**src/rtl/ape_enc_pkg.sv**
```systemverilog
// Shared widths, FSM state type and the unkeyed round function for the instruction encryptor.
package ape_enc_pkg;

  localparam int unsigned WORD_W  = 34;
  localparam int unsigned KEY_W   = 64;
  localparam int unsigned TAG_W   = 16;
  localparam int unsigned STATE_W = 50;

  typedef enum logic [2:0] {
    StIdle,
    StAccept,
    StEmit,
    StPerm,
    StTag
  } enc_state_e;

  function automatic logic [STATE_W-1:0] rotl(input logic [STATE_W-1:0] x, input int unsigned n);
    return (x << n) | (x >> (STATE_W - n));
  endfunction

  // Nonlinear mixing step; the round key is added separately by the caller.
  function automatic logic [STATE_W-1:0] rnd(input logic [STATE_W-1:0] x);
    return x ^ rotl(x, 1) ^ (rotl(x, 7) & rotl(x, 13));
  endfunction

endpackage

```
**src/rtl/ape_perm_round.sv**
```systemverilog
// One keyed permutation round: rnd(S) xor a round key chosen by round parity.
module ape_perm_round
  import ape_enc_pkg::*;
(
  input  logic [STATE_W-1:0] state_i,
  input  logic [KEY_W-1:0]   key_i,
  input  logic [3:0]         round_i,
  output logic [STATE_W-1:0] state_o
);

  logic [STATE_W-1:0] rk;

  assign rk      = round_i[0] ? key_i[63:14] : key_i[49:0];
  assign state_o = rnd(state_i) ^ rk;

endmodule

```
**src/rtl/ape_inst_encryptor.sv**
```systemverilog
// Duplex-style instruction stream encryptor: absorbs 34-bit words, emits ciphertext, then a tag.
module ape_inst_encryptor
  import ape_enc_pkg::*;
#(
  parameter int unsigned ROUNDS = 4
) (
  input  logic              clk_i,
  input  logic              rst_ni,
  input  logic [KEY_W-1:0]  key_i,
  input  logic [15:0]       vc_i,
  input  logic              start_i,
  input  logic              pt_valid_i,
  output logic              pt_ready_o,
  input  logic [WORD_W-1:0] pt_data_i,
  input  logic              pt_last_i,
  output logic              ct_valid_o,
  input  logic              ct_ready_i,
  output logic [WORD_W-1:0] ct_data_o,
  output logic              tag_valid_o,
  output logic [TAG_W-1:0]  tag_o,
  output logic              busy_o
);

  enc_state_e         state_q;
  logic [KEY_W-1:0]   key_q;
  logic [STATE_W-1:0] s_q;
  logic [3:0]         round_q;
  logic               last_q;
  logic [WORD_W-1:0]  ct_q;
  logic [TAG_W-1:0]   tag_q;
  logic [STATE_W-1:0] perm_out;
  logic [WORD_W-1:0]  absorbed;

  ape_perm_round u_perm_round (
    .state_i (s_q),
    .key_i   (key_q),
    .round_i (round_q),
    .state_o (perm_out)
  );

  assign absorbed = s_q[WORD_W-1:0] ^ pt_data_i;

  always_ff @(posedge clk_i or negedge rst_ni) begin
    if (!rst_ni) begin
      state_q <= StIdle;
      key_q   <= '0;
      s_q     <= '0;
      round_q <= '0;
      last_q  <= 1'b0;
      ct_q    <= '0;
      tag_q   <= '0;
    end else begin
      unique case (state_q)
        StIdle: begin
          if (start_i) begin
            key_q   <= key_i;
            s_q     <= {vc_i, {WORD_W{1'b0}}} ^ key_i[STATE_W-1:0];
            state_q <= StAccept;
          end
        end
        StAccept: begin
          if (pt_valid_i) begin
            s_q[WORD_W-1:0] <= absorbed;
            ct_q            <= absorbed;
            last_q          <= pt_last_i;
            state_q         <= StEmit;
          end
        end
        StEmit: begin
          if (ct_ready_i) begin
            round_q <= '0;
            state_q <= StPerm;
          end
        end
        StPerm: begin
          s_q     <= perm_out;
          round_q <= round_q + 4'd1;
          if (round_q == 4'(ROUNDS - 1)) begin
            if (last_q) begin
              // Tag is taken from the final round output so it is valid during TAG.
              tag_q   <= perm_out[TAG_W-1:0] ^ key_q[TAG_W-1:0];
              state_q <= StTag;
            end else begin
              state_q <= StAccept;
            end
          end
        end
        StTag: begin
          state_q <= StIdle;
        end
        default: state_q <= StIdle;
      endcase
    end
  end

  assign pt_ready_o  = (state_q == StAccept);
  assign ct_valid_o  = (state_q == StEmit);
  assign ct_data_o   = ct_q;
  assign tag_valid_o = (state_q == StTag);
  assign tag_o       = tag_q;
  assign busy_o      = (state_q != StIdle);

endmodule
```
**config.mk**
```make
export PLATFORM = sky130hd
export DESIGN_NAME = ape_inst_encryptor
export DESIGN_NICKNAME = d
export VERILOG_FILES = /design/src/rtl/ape_enc_pkg.sv /design/src/rtl/ape_perm_round.sv /design/src/rtl/ape_inst_encryptor.sv
export SDC_FILE = /design/constraint.sdc
export NUM_CORES = 1
export LEC_CHECK = 0
export BUFFER_PORTS_ARGS = -buffer_cell sky130_fd_sc_hd__buf_2
export CAP_MARGIN = 10
export CORE_ASPECT_RATIO = 1.1
export CORE_MARGIN = 2
export CORE_UTILIZATION = 53
export CTS_CLUSTER_SIZE = 12
export DETAILED_ROUTE_END_ITERATION = 16
export PLACE_DENSITY = 0.83
export SLEW_MARGIN = 20
export SYNTH_ARGS = -nofsm -noshare
export SYNTH_HDL_FRONTEND = slang
export SYNTH_SLANG_ARGS = --single-unit
```
**constraint.sdc**
```tcl
create_clock -name clk_i -period 2.1 [get_ports clk_i]
set_clock_uncertainty 0.05 [all_clocks]
set_input_delay 0.105 -clock clk_i [delete_from_list [all_inputs] [get_ports clk_i]]
set_output_delay 0.105 -clock clk_i [all_outputs]
set_load 0.01 [all_outputs]
```
Word level (Yosys, flattened, before mapping)
Index checks and enable logic that the tools add are counted.

word-level totals
  logic and storage cells = 53
  bits of input ports = 120
  output and inout port bits = 54
  flip-flop bits (word level) = 172

operators by class
  eq/ne operators = 9
  mux-type cells = 13
  add/subtract/negate cells = 1
  bitwise operators = 10
  reduce and logical (&&, ||, !) cells = 12

operators with widths
  cell                                           number
  XOR 50 bit                                     4
  case mux 34 bit (3 select lines)               1
  two-way mux 50 bit                             2
  AND 50 bit                                     1
  bitwise OR 50 x 1 -> 50 bit                    1
  bitwise OR 50 x 13 -> 50 bit                   1
  bitwise OR 50 x 7 -> 50 bit                    1
  two-way mux 34 bit                             1
  XOR 34 bit                                     1
  case mux 16 bit (2 select lines)               1
  XOR 16 bit                                     1
  two-way mux 3 bit                              5
  case mux 3 bit (4 select lines)                1
  case mux 4 bit (2 select lines)                1
  AND reduction 2 bit                            4
  == test 3 x 2 -> 1 bit, second input constant  2
  != test 2 bit, second input constant           3
  AND reduction 3 bit                            2
  nonzero test 3 bit                             2
  adder 4 x 1 -> 4 bit, second input constant    1
  == test 4 x 2 -> 1 bit, second input constant  1
  two-way mux 4 bit                              1
  AND reduction 4 bit                            1
  nonzero test 2 bit                             2
  4 further kinds                                4

Longest topological paths before layout
  depth in word-level cells = 5
  mapped depth = 7
  depth with buffers taken out = 5

Modules after synthesis
Synthesis repeated with hierarchy kept, for this count alone.

unflattened totals
  cells, all modules = 979
  area, all modules = 11033.1 µm²

by module, submodules not included
  module              cells an instance  sequential area each (µm²)  area each (µm²)  times used
  ape_inst_encryptor  773                4304.1                      8694.6           1
  ape_perm_round      206                0.0                         2338.5           1

Least setup slack after synthesis
No wires, ideal clock.

  path kind = reg2reg
  start = register state_q[1]
  end = register ct_q[10] (netlist: ct_data_o[10])
  setup time = 0.125 ns
  setup slack = 0.394 ns
  cell stages (with the launch flop) = 5
  data required time = 1.925 ns
  clock period less this slack = 1.706 ns
  buffers on the path = 2
  arrival time = 1.532 ns
  path through = dfrtp_1 buf_4 nor3_4 buf_6 mux2_2

between the ends
  word-level cells in the longest chain between the ends = 2

RTL lines
  what                                  RTL line                  RTL
  from (decl)                           ape_inst_encryptor.sv:24  enc_state_e state_q;
  from (signal assigned)                ape_inst_encryptor.sv:45  state_q <= StIdle;
  from (signal assigned)                ape_inst_encryptor.sv:58  state_q <= StAccept;
  from (signal assigned)                ape_inst_encryptor.sv:66  state_q <= StEmit;
  == test 3 x 1 -> 1 bit                ape_inst_encryptor.sv:53  unique case (state_q)
  AND reduction 2 bit (no source line)  --
  to (signal assigned)                  ape_inst_encryptor.sv:64  ct_q <= absorbed;
  to (decl)                             ape_inst_encryptor.sv:29  logic [WORD_W-1:0] ct_q;

No other way between the ends.
A chain may end at the register's enable or synchronous reset.

Worst setup path in the final report
  start = register state_q[1]
  end = output port pt_ready_o

between the ends
  word-level cells in the longest chain between the ends = 1

RTL lines
  what                    RTL line                  RTL
  == test 3 x 1 -> 1 bit  ape_inst_encryptor.sv:96  assign pt_ready_o = (state_q == StAccept);
  to (decl)               ape_inst_encryptor.sv:13  output logic pt_ready_o,

No other way between the ends.

==> metrics.txt <==
antenna violation net count after detailed routing 0; Max IR drop VDD 1.04 mV; Synth Area per Inst 9.81 um^2; Post-synth EDFFs 0; Final Hold Vio Count 0; hold crit path type in2reg; number of clock sinks 172; H-Tree Depth 4; share of cells above drive strength 1 22.0%; Vias 8366; Syn Nets 1135; Synth Register Bits 172; worst-path maximum fanout 34; Worst-path clk slew 0.06 ns; HPWL Detailed 19500 um; cell taking the most area after synthesis dfrtp_1; max cap viols 0; chip width 135 um; crit start category flop; combinational cell fraction of total power 54.0%; Mapped Cells 1014; Post-Syn Area 9950 um^2; CP Class reg2out; endpoints failing setup 0; Pwr Density 1930 nW/um^2; initial antenna violation count 0; height of the chip 148 um; gr ovfl total 0; Total Wirelength 29400 um; FP Rows 52; Placeable Area 18400 um^2; period utilisation layout 89.6%; die area 19900 um^2; Place WS 0.220 ns; Async S/R FF share, synth 100%; Max Buffers Root-to-Sink 2; synth cell count leaders nand2_1, dfrtp_1, xnor2_1; worst skew pair latency 0.43 ns; post-CTS setup buffer count 0; post-synth top area share 43.3%; Area Overhead vs Synth 23.3%; ant diodes 0; CTS tree done; Avg WL per Cell 20.1 um; num ports 174; global-route usage over all layers 30.3%; status finished, final reports clean; total negative setup slack 0 ns; Final Core Density 66.6%; Seq/Total Area, Yosys 43.3%; CTS buffer count 17; Post-Place Cells 1362; Tightest Pin Transition 0.419 ns; Rel. slew slack 71.8%; clock share of power 14.7%; vias in the first global route 8454; yosys warns 0; Max Freq 0.531 GHz; Clock Root Buffer clkbuf_16; Slew Limit Fails 0; Initial DRC Count 862; Final min period 1.88 ns; Avg Vias per Cell 5.73; first-pass GRT wire length 46300 um; switching share of power 42.4%; RSZ-0062 raised after global routing no; Synth area leaders dfrtp_1, nand2_1, xnor2_1; Pint 13.6 mW; top_reg_cell synth dfrtp_1; leakage 5.83 nW; DR pass1 iterations 5; sequential power share 31.3%; DRC 0; CP endpoint kind output pin; Psw 10.0 mW; Post-layout nets 1326; Initial Util 54.0%; fin cells 1460; final hold slack 0.0643 ns; largest net degree at the start of global routing 69; WP data arrival 1.73 ns; port bufs 173; final setup margin 0.218 ns; CP required 1.95 ns; count leader, synth nand2_1; Final GP Congestion 0.887; Cell variety after synth 41
==> per-layer routing <==
metal / track usage, % / vias up / routed length (um)
li1: - / 3754 / -
met1: 39.8 / 4064 / 11700
met2: 49.2 / 459 / 14200
met3: 6.58 / 89 / 2380
met4: 11.6 / 0 / 1100
met5: 0 / - / 0
==> timing repair <==
item / CTS / global route
hold buffers: 67 / 0
gates resized for setup: 0 / 1
setup endpoints to repair: 0 / 1
hold endpoints to repair: 187 / 0
==> final cells by class <==
cell class,count,area [um^2]
fill,1349,6150
timing repair buffer,261,1790
tap,243,304
multi-input combinational,752,5220
clock buffer,19,453
sequential,172,4310
inverter,1,3.75
clock inverter,12,185
==> cell usage in the layout (no fill, tap or decap), types with 9 or more instances in the layout <==
cell and n:
nand2_1 278, xnor2_1 103, mux2_2 32, clkbuf_16 17
dlygate4sd3_1 67, a22oi_1 33, a21oi_1 36, xor2_1 81
xnor3_1 16, o21ai_0 12, mux2i_1 50, nor2_1 20
buf_4 14, dfrtp_1 170, buf_2 172, o221ai_1 34
o21a_1 9
==> critical path, cell delays in order, from the launching register on <==
cell,delay [ns]
dfrtp_1,0.48
buf_4,0.23
nor2_2,0.16
buf_12,0.24
buf_2,0.18
==> cells by family after synthesis <==
kind of cell               share of synthesized area, %
and+or+nand+nor                                    13.0
xor gates and xnor gates                           19.8
DFF                                                43.3
AOI/OAI and AO/OA                                  10.5
buffers and inverters                              4.34
muxes                                              8.88
adders and majority gates                         0.126
==> metrics by stage <==
step | area (um^2) | total power, mW
floorplan | 9950 | 16.5
global placement | 11000 | 19.3
detailed placement | 11000 | 19.7
CTS | 12300 | 23.5
global route | 12300 | 25.0
finish | 12300 | 23.6
==> flip-flops by register name, summed over array words and instances, names as in the netlist <==
register and cells:
ct_data_o 34, key_q 64, round_q 4, state_q 3, last_q 1, tag_o 16
s_q 50
==> power by group through the flow <==
stage / sequential (mW) / combinational (mW) / clock, mW
final: 7.41 / 12.8 / 3.46
after CTS: 7.30 / 12.7 / 3.47
after floorplan: 6.18 / 10.3 / 0
after detailed placement: 7.32 / 12.4 / 0
after global placement: 7.30 / 12.0 / 0
after global routing: 7.56 / 13.8 / 3.59
==> worst paths after layout <==
path,startpoint,endpoint,slack (ns),cells after the start
setup / recovery,state_q[1],pt_ready_o,0.22,4
hold / removal,pt_data_i[27],ct_data_o[27],0.06,3
setup reg to reg,state_q[0],s_q[41],0.29,5
hold reg to reg,key_q[61],key_q[61],0.44,2
max in group asynchronous,rst_ni,s_q[35],1.16,3
min in group asynchronous,rst_ni,last_q,0.12,2
Power figures use the tool's default switching activity.
